==> config.mk <==
export PLATFORM = sky130hd
export DESIGN_NAME = timer_ctrl
export DESIGN_NICKNAME = d
export VERILOG_FILES = /design/src/rtl/timer_ctrl.sv
export SDC_FILE = /design/constraint.sdc
export NUM_CORES = 1
export LEC_CHECK = 0
export CAP_MARGIN = 0
export CORE_MARGIN = 1.5
export CORE_UTILIZATION = 48
export DETAILED_ROUTE_END_ITERATION = 7
export PLACE_DENSITY = 0.77
export SLEW_MARGIN = 0
export SYNTH_ARGS = -nofsm -noshare
export SYNTH_HDL_FRONTEND = slang
export SYNTH_SLANG_ARGS = --single-unit
==> constraint.sdc <==
create_clock -name clock -period 1.8 [get_ports clock]
set_input_delay 0.36 -clock clock [delete_from_list [all_inputs] [get_ports clock]]
set_output_delay 0.36 -clock clock [all_outputs]
set_load 0.01 [all_outputs]
==> src/rtl/timer_ctrl.sv <==
// timer_ctrl: sequences game rounds over the timer start/timesup handshake.
// Build option: define TIMER_CTRL_WDOG_EN to add the RUN-state watchdog.
module timer_ctrl #(
  parameter int ROUNDS      = 3,
  parameter int TARGET      = 10,
  parameter int HIT_W       = 4,
  parameter int WDOG_CYCLES = 64,
  localparam int RW = (ROUNDS > 1) ? $clog2(ROUNDS) : 1,
  localparam int SW = $clog2(ROUNDS + 1)
) (
  input  logic             clock,
  input  logic             reset_n,
  input  logic             go,
  input  logic             abort,
  input  logic             hit,
  input  logic             timesup,
  output logic             start_timer,
  output logic             busy,
  output logic [RW-1:0]    round_idx,
  output logic [HIT_W-1:0] hit_cnt,
  output logic [SW-1:0]    score,
  output logic             round_done,
  output logic             round_win,
  output logic             all_done,
  output logic             wdog_err
);

  typedef enum logic [2:0] {
    S_IDLE,
    S_ARM,
    S_RUN,
    S_REL,
    S_DONE
  } state_t;

  state_t           state_q;
  state_t           state_d;
  logic [HIT_W-1:0] hit_d;
  logic [HIT_W-1:0] hit_inc;
  logic [RW-1:0]    ridx_d;
  logic [SW-1:0]    score_d;
  logic             win_d;
  logic             done_d;
  logic             hit_last;
  logic             wdog_hit;

  assign hit_inc  = hit_cnt + HIT_W'(hit);
  assign hit_last = hit && (hit_cnt == HIT_W'(TARGET - 1));

  // Next state and next values of the round bookkeeping.
  always_comb begin
    state_d = state_q;
    hit_d   = hit_cnt;
    ridx_d  = round_idx;
    score_d = score;
    win_d   = round_win;
    done_d  = 1'b0;
    unique case (state_q)
      S_IDLE, S_DONE: begin
        if (go) begin
          state_d = S_ARM;
          hit_d   = '0;
          ridx_d  = '0;
          score_d = '0;
          win_d   = 1'b0;
        end
      end
      S_ARM: begin
        if (!timesup) state_d = S_RUN;
      end
      S_RUN: begin
        hit_d = hit_inc;
        if (hit_last) begin
          state_d = S_REL;
          win_d   = 1'b1;
          score_d = score + SW'(1);
          done_d  = 1'b1;
        end else if (timesup || wdog_hit) begin
          state_d = S_REL;
          win_d   = 1'b0;
          done_d  = 1'b1;
        end
      end
      S_REL: begin
        if (!timesup) begin
          if (round_idx == RW'(ROUNDS - 1)) begin
            state_d = S_DONE;
          end else begin
            state_d = S_ARM;
            ridx_d  = round_idx + RW'(1);
            hit_d   = '0;
          end
        end
      end
      default: state_d = S_IDLE;
    endcase
    if (abort) begin
      state_d = S_IDLE;
      hit_d   = '0;
      ridx_d  = '0;
      score_d = '0;
      win_d   = 1'b0;
      done_d  = 1'b0;
    end
  end

  // State and registered outputs, decoded from the next state.
  always_ff @(posedge clock or negedge reset_n) begin
    if (!reset_n) begin
      state_q     <= S_IDLE;
      hit_cnt     <= '0;
      round_idx   <= '0;
      score       <= '0;
      round_win   <= 1'b0;
      round_done  <= 1'b0;
      start_timer <= 1'b0;
      busy        <= 1'b0;
      all_done    <= 1'b0;
    end else begin
      state_q     <= state_d;
      hit_cnt     <= hit_d;
      round_idx   <= ridx_d;
      score       <= score_d;
      round_win   <= win_d;
      round_done  <= done_d;
      start_timer <= (state_d == S_RUN);
      busy        <= (state_d == S_ARM) ||
                     (state_d == S_RUN) ||
                     (state_d == S_REL);
      all_done    <= (state_d == S_DONE);
    end
  end

`ifdef TIMER_CTRL_WDOG_EN
  localparam int CW = $clog2(WDOG_CYCLES + 1);

  logic [CW-1:0] wcnt_q;
  logic          werr_q;
  logic          restart;

  assign wdog_hit = (wcnt_q == CW'(WDOG_CYCLES - 1));
  assign restart  = go && (state_q == S_IDLE ||
                           state_q == S_DONE);
  assign wdog_err = werr_q;

  // RUN-cycle counter; held at zero outside RUN so each round starts fresh.
  always_ff @(posedge clock or negedge reset_n) begin
    if (!reset_n) begin
      wcnt_q <= '0;
    end else if (state_q != S_RUN) begin
      wcnt_q <= '0;
    end else begin
      wcnt_q <= wcnt_q + CW'(1);
    end
  end

  // Sticky flag: set when the watchdog, not timesup or a win, ends a round.
  always_ff @(posedge clock or negedge reset_n) begin
    if (!reset_n) begin
      werr_q <= 1'b0;
    end else if (abort || restart) begin
      werr_q <= 1'b0;
    end else if (state_q == S_RUN && wdog_hit &&
                 !timesup && !hit_last) begin
      werr_q <= 1'b1;
    end
  end
`else
  assign wdog_hit = 1'b0;
  assign wdog_err = 1'b0;
`endif

endmodule

==> metrics.txt, run 1 <==
status completed; buffers inserted during post-CTS setup optimization 0; final-layout fill cell count 149; Slew Viols, Final 0; I/O pins 20; nature of the critical path startpoint flop; unrepaired setup endpoints after global routing no; R2R Path End hit_cnt[3]$_DFFE_PN0P_; sum of met3 wire segment lengths after detailed routing 47 um; pre-CTS worst setup slack -0.0149 ns; Netlist cell types 34; Static Leak 0.488 nW; die area 2030 um2; Net Sw Power 0.185 mW; level count of the clock H-tree 1; Crit Path Max Fanout 5; Diodes inserted 0; cells after synthesis 83; total internal power 0.550 mW; most area-hungry cell type in the Yosys netlist sky130_fd_sc_hd__dfrtp_1; Cell Area, Synth 851 um2; Antenna Violating Nets Remaining 0; clock network power share 32.6%; number of vias per cell 5.67; detailed-routing iteration count for the pre-antenna-repair pass 5; Yosys reg bits 16; Ys Warns 0; most common flop cell mapped by yosys sky130_fd_sc_hd__dfrtp_1; post-route minimum period 1.66 ns; wire length of the first global-routing pass 3010 um; initial antenna violation count 0; nets in the synthesized netlist 92; area grow syn2layout 29.3%; Routed wire per std cell 14.2 um; clock edge transition at the registers on the reported setup and hold paths 0.10 ns; Synth top area share 47.1%; leading cell type by number of instances after synthesis sky130_fd_sc_hd__dfrtp_1; chain of cells forming the critical path clkdlybuf4s50_1; worst reg2reg startpoint state_q[1]$_DFF_PN0_; MaxCap Viol Count 0; root buffer cell sky130_fd_sc_hd__clkbuf_4; total vias in the final route 698; timing-limited maximum frequency 602 MHz; sum of net half-perimeters after detailed placement 1320 um; depth of the worst register-to-register path 5; grt ovf 0; top cell types by occurrence after synthesis 16 x sky130_fd_sc_hd__dfrtp_1, 10 x sky130_fd_sc_hd__nor2_1, 6 x sky130_fd_sc_hd__inv_1; Final TNS setup 0 ns; Final Hold Fails 0; final worst setup slack 0.140 ns; count of flip-flops with a built-in enable after synthesis 0; Buffers & Inverters on Critical Path 1; register-to-register setup slack 0.26 ns; starting DRC count in detailed routing 6; Sink Count 16; class of the tightest hold or removal check primary input to async pin; arrival time of the worst setup path 1.30 ns; Synth async-reset ratio 100%; total of hold buffers inserted after clock tree synthesis 0; Finish-stage setup viols 0; area of all sequential standard cells 400 um2; number of buffers inserted during clock tree synthesis 3; cell type group with the largest total delay on the critical path buffers and inverters; vias in the first global route 721; total wire length after detailed routing 1750 um; switching share of power 25.1%; DRC 0; Max Used Layer met4; total number of nets in the final design 116; maximum number of buffers from clock root to sink 2; Final period util 92.2%; most area-consuming cells after synthesis sky130_fd_sc_hd__dfrtp_1 47%, sky130_fd_sc_hd__mux2_2 5.3%, sky130_fd_sc_hd__ha_1 4.4%; maximum number of pins on one net before global-route repair 17; proportion of power drawn by combinational gates 15.4%; core outline area 1690 um2; area occupied by multi-input gates 402 um2; TritonCTS clock tree done; GP Congestion 0.776; IO Port Bufs 18; delay of the slowest cell on the worst path 0.57 ns; die extent in x 45.1 um; insertion delay to the later sink of the worst-skew pair 0.28 ns; number of gates given a new drive strength after cts 0; fraction of layout cells with a size suffix above 1 17.9%; Global Route Usage Sum 20.7%; routed length on met2 897 um; starting density of the core 50.4%; Metal-1 WL 791 um; slowest stage cell, crit path sky130_fd_sc_hd__clkdlybuf4s50_1; P per Cell Area 668 nW/um2; CP Capture Type output port; Peak supply drop 0.447 mV; fraction of the yosys area taken by sequential cells 47.1%; number of rows in the core area 15; fraction of power consumed by sequential logic 52.0%; type of the worst setup path flop to output port; height of the die 45.1 um; required arrival time at the worst endpoint 1.44 ns; mean instance size in the synthesized netlist 10.3 um2; skew final 0.00159 ns
cell usage in the layout, fill, tap and decap left out:
cell type	synthesis	final
sky130_fd_sc_hd__clkdlybuf4s50_1	0	18
sky130_fd_sc_hd__dfrtp_1	16	16
sky130_fd_sc_hd__nor2_1	10	10
sky130_fd_sc_hd__inv_1	6	6
sky130_fd_sc_hd__nand2_1	5	5
sky130_fd_sc_hd__buf_4	1	5
sky130_fd_sc_hd__nand2b_1	4	4
sky130_fd_sc_hd__mux2_2	4	4
sky130_fd_sc_hd__a21oi_1	3	3
sky130_fd_sc_hd__nand4_1	3	3
sky130_fd_sc_hd__ha_1	3	3
sky130_fd_sc_hd__clkbuf_4	0	3
sky130_fd_sc_hd__o21ai_0	2	2
sky130_fd_sc_hd__a31oi_1	2	2
sky130_fd_sc_hd__a32oi_1	2	2
sky130_fd_sc_hd__and2b_2	1	1
sky130_fd_sc_hd__xnor2_1	1	1
sky130_fd_sc_hd__or3_4	1	1
sky130_fd_sc_hd__nor3b_4	1	1
sky130_fd_sc_hd__and4b_1	1	1
sky130_fd_sc_hd__and4bb_2	1	1
sky130_fd_sc_hd__or3b_1	1	1
sky130_fd_sc_hd__o311a_2	1	1
sky130_fd_sc_hd__nand3_1	1	1
sky130_fd_sc_hd__nor2b_2	1	1
sky130_fd_sc_hd__and3_1	1	1
sky130_fd_sc_hd__nand3b_1	1	1
sky130_fd_sc_hd__or2_0	1	1
sky130_fd_sc_hd__xor2_1	1	1
sky130_fd_sc_hd__nor3_1	1	1
sky130_fd_sc_hd__or3_1	1	1
sky130_fd_sc_hd__a21o_1	1	1
sky130_fd_sc_hd__a311oi_1	1	1
sky130_fd_sc_hd__conb_1	1	1
sky130_fd_sc_hd__clkbuf_8	0	1
worst max path at each step:
stage / from / end / cells after the start
6_report: hit_cnt[1]$_DFFE_PN0P_ / hit_cnt[1] / 1
3_3_place_gp: hit / score[0]$_DFFE_PN0P_ / 5
5_1_grt: hit_cnt[1]$_DFFE_PN0P_ / hit_cnt[1] / 1
2_1_floorplan: state_q[0]$_DFF_PN0_ / score[0]$_DFFE_PN0P_ / 4
3_5_place_dp: hit / score[0]$_DFFE_PN0P_ / 5
4_1_cts: hit_cnt[1]$_DFFE_PN0P_ / hit_cnt[1] / 1
sequential cells by signal, indices dropped and copies added, names as in the netlist:
signal / cells
state_q: 3
score: 2
round_idx: 2
all_done: 1
hit_cnt: 4
round_done: 1
round_win: 1
busy: 1
start_timer: 1
power by group through the flow:
stage | clock [mW] | combinational, mW | sequential, mW
after floorplan | 0 | 0.0640 | 0.388
after global placement | 0 | 0.109 | 0.389
after detailed placement | 0 | 0.112 | 0.389
after CTS | 0.244 | 0.113 | 0.382
after global routing | 0.258 | 0.123 | 0.384
final | 0.239 | 0.113 | 0.382
layout make-up:
type / instances / share of cell area (%)
clock buffers: 4 / 3.30
multi-input cells: 57 / 36.5
well taps: 17 / 1.93
repair buffers: 23 / 19.8
inverters: 6 / 2.05
flip-flops and latches: 16 / 36.4
cells by family (layout without fill, tap and decap cells):
logic type | count (synthesis) | after routing | share of synthesized area (%)
and+or+nand+nor | 35 | 35 | 25.3
muxes | 4 | 4 | 5.29
AOI/OAI and AO/OA | 12 | 12 | 9.71
DFF | 16 | 16 | 47.1
xor gates and xnor gates | 2 | 2 | 2.06
buffers and inverters | 10 | 33 | 5.74
adders and majority gates | 3 | 3 | 4.41
other | 1 | 1 | 0.441
layer usage:
metal | global-route usage, % | up-vias
met4 | 12.9 | 0
met5 | 0 | -
li1 | - | 334
met2 | 35.7 | 9
met3 | 3.60 | 2
met1 | 23.4 | 353
metrics by stage:
step	instances	hold slack (ns)	util, %	power, mW	area, um2
after floorplan	83	0.0644	-	0.452	851
after global placement	119	0.521	63.0	0.498	1060
after detailed placement	119	0.541	63.0	0.501	1060
after CTS	123	0.385	65.1	0.739	1100
after global routing	123	0.384	65.1	0.765	1100
final	123	0.380	65.1	0.735	1100
Power figures use the tool's default switching activity.
==> run 2: changes to the inputs <==
Settings changed: ABC_CLOCK_PERIOD_IN_PS set to 1950, CORE_UTILIZATION 48 to 51, PLACE_DENSITY 0.77 to 0.81.
Clock period 1.8 ns to 1.95 ns, I/O delays scaled along.
==> run 2 against run 1 <==
Final cell count down 3.3%. Largest power group unchanged. Setup slack better by 0.13 ns. Critical path type unchanged. Sequential share of layout area up 1.0 points. Global-route usage down 1.4 points. Sequential cell count unchanged. Register-to-register slack better by 0.13 ns. Clock power down 28%. Via count down 2.6%. First-iteration DRC count up 130%.
==> metrics.txt, run 2 (synthesis results as in run 1) <==
status completed (unchanged); Final TNS setup 0 ns (unchanged); insertion delay to the later sink of the worst-skew pair 0.29 ns (was 0.28 ns); starting DRC count in detailed routing 14 (was 6); Peak supply drop 0.392 mV (was 0.447 mV); P per Cell Area 584 nW/um2 (was 668 nW/um2); maximum number of pins on one net before global-route repair 17 (unchanged); delay of the slowest cell on the worst path 0.56 ns (was 0.57 ns); TritonCTS clock tree done (unchanged); total wire length after detailed routing 1640 um (was 1750 um); CP Capture Type output port (unchanged); depth of the worst register-to-register path 5 (unchanged); class of the tightest hold or removal check primary input to async pin (unchanged); number of gates given a new drive strength after cts 0 (unchanged); nature of the critical path startpoint flop (unchanged); number of vias per cell 5.71 (was 5.67); flip-flop count of the largest register after layout 4 (unchanged); skew final 0.00213 ns (was 0.00159 ns); GP Congestion 0.804 (was 0.776); Crit Path Max Fanout 5 (unchanged); total vias in the final route 680 (was 698); wire length of the first global-routing pass 2700 um (was 3010 um); pre-CTS worst setup slack 0.0925 ns (was -0.0149 ns); total number of nets in the final design 114 (was 116); MaxCap Viol Count 0 (unchanged); grt ovf 0 (unchanged); Final period util 85.9%; die extent in x 43.8 um (was 45.1 um); post-route minimum period 1.67 ns; sum of net half-perimeters after detailed placement 1210 um (was 1320 um); Static Leak 0.471 nW (was 0.488 nW); required arrival time at the worst endpoint 1.56 ns (was 1.44 ns); Final Hold Fails 0 (unchanged); I/O pins 20 (unchanged); most common library cell in the layout ignoring fill and taps sky130_fd_sc_hd__clkdlybuf4s50_1 (unchanged); R2R Path End hit_cnt[3]$_DFFE_PN0P_ (unchanged); height of the die 43.8 um (was 45.1 um); final core area utilization 69.4% (was 65.1%); Diodes inserted 0 (unchanged); DRC 0 (unchanged); Finish-stage setup viols 0 (unchanged); slowest stage cell, crit path sky130_fd_sc_hd__clkdlybuf4s50_1 (unchanged); Slew Viols, Final 0 (unchanged); total of hold buffers inserted after clock tree synthesis 0 (unchanged); chain of cells forming the critical path clkdlybuf4s50_1 (unchanged); detailed-routing iteration count for the pre-antenna-repair pass 4 (was 5); cell type group with the largest total delay on the critical path buffers and inverters (unchanged); buffers inserted during post-CTS setup optimization 0 (unchanged); Routed wire per std cell 13.7 um (was 14.2 um); clock edge transition at the registers on the reported setup and hold paths 0.09 ns (was 0.10 ns); type of the worst setup path flop to output port (unchanged); Global Route Usage Sum 19.3% (was 20.7%); register with the most flip-flops hit_cnt (unchanged); die area 1920 um2 (was 2030 um2); biggest regs hit_cnt (4), state_q (3) (unchanged); fraction of layout cells with a size suffix above 1 15.5% (was 17.9%); IO Port Bufs 18 (unchanged); worst reg2reg startpoint state_q[1]$_DFF_PN0_ (unchanged); core outline area 1540 um2 (was 1690 um2); number of rows in the core area 14 (was 15); area grow syn2layout 25.7% (was 29.3%); maximum number of buffers from clock root to sink 2 (unchanged); starting density of the core 55.2% (was 50.4%); register-to-register setup slack 0.39 ns (was 0.26 ns); Antenna Violating Nets Remaining 0 (unchanged); Sink Count 16 (unchanged); final worst setup slack 0.275 ns (was 0.140 ns); vias in the first global route 650 (was 721); unrepaired setup endpoints after global routing no (unchanged); number of buffers inserted during clock tree synthesis 3 (unchanged); Buffers & Inverters on Critical Path 1 (unchanged); arrival time of the worst setup path 1.28 ns (was 1.30 ns); commonest cells after routing, fill and taps aside 18 x sky130_fd_sc_hd__clkdlybuf4s50_1, 16 x sky130_fd_sc_hd__dfrtp_1, 10 x sky130_fd_sc_hd__nor2_1, 6 x sky130_fd_sc_hd__inv_1, 5 x sky130_fd_sc_hd__nand2_1 (was 18 x sky130_fd_sc_hd__clkdlybuf4s50_1, 16 x sky130_fd_sc_hd__dfrtp_1, 10 x sky130_fd_sc_hd__nor2_1, 6 x sky130_fd_sc_hd__inv_1); initial antenna violation count 0 (unchanged); root buffer cell sky130_fd_sc_hd__clkbuf_4 (unchanged); timing-limited maximum frequency 597 MHz; level count of the clock H-tree 1 (unchanged)
-- run 2: area by class of cell --
class                   count  area, um2
clock buffers               3       22.5
fillers                   129        472
inverters                   6       22.5
multi-input cells          57        402
flip-flops and latches     16        400
well taps                  16       20.0
repair buffers             21        203
-- run 2: worst max-delay path by stage --
| stage | start | end | slack, ns | cells after the start |
|---|---|---|---|---|
| 6_report | hit_cnt[1]$_DFFE_PN0P_ | hit_cnt[1] | 0.28 | 1 |
| 5_1_grt | hit_cnt[2]$_DFFE_PN0P_ | hit_cnt[2] | 0.24 | 1 |
| 4_1_cts | hit_cnt[1]$_DFFE_PN0P_ | hit_cnt[1] | 0.28 | 1 |
| 3_5_place_dp | timesup | round_idx[1]$_DFFE_PN0P_ | 0.09 | 5 |
| 3_3_place_gp | timesup | round_idx[1]$_DFFE_PN0P_ | 0.12 | 5 |
| 2_1_floorplan | state_q[0]$_DFF_PN0_ | score[0]$_DFFE_PN0P_ | 0.52 | 4 |
-- run 2: through the flow --
step	area [um2]	power [mW]	hold WS [ns]	std cells
2_1_floorplan	851	0.417	0.0944	83
3_3_place_gp	1050	0.455	0.523	116
3_5_place_dp	1050	0.458	0.545	116
4_1_cts	1070	0.628	0.413	119
5_1_grt	1070	0.650	0.435	119
6_report	1070	0.625	0.409	119
-- run 2: layer usage --
layer	vias up	GRT usage, %	wire length, um
met2	16	32.9	778
met4	0	10.9	38
met3	5	3.75	70
met1	326	22.5	749
met5	-	0	0
li1	333	-	-
-- run 2: power by group --
group	internal (mW)	switching [mW]
registers	0.341	0.0109
logic	0.0505	0.0490
clock network	0.0720	0.101
total	0.464	0.161
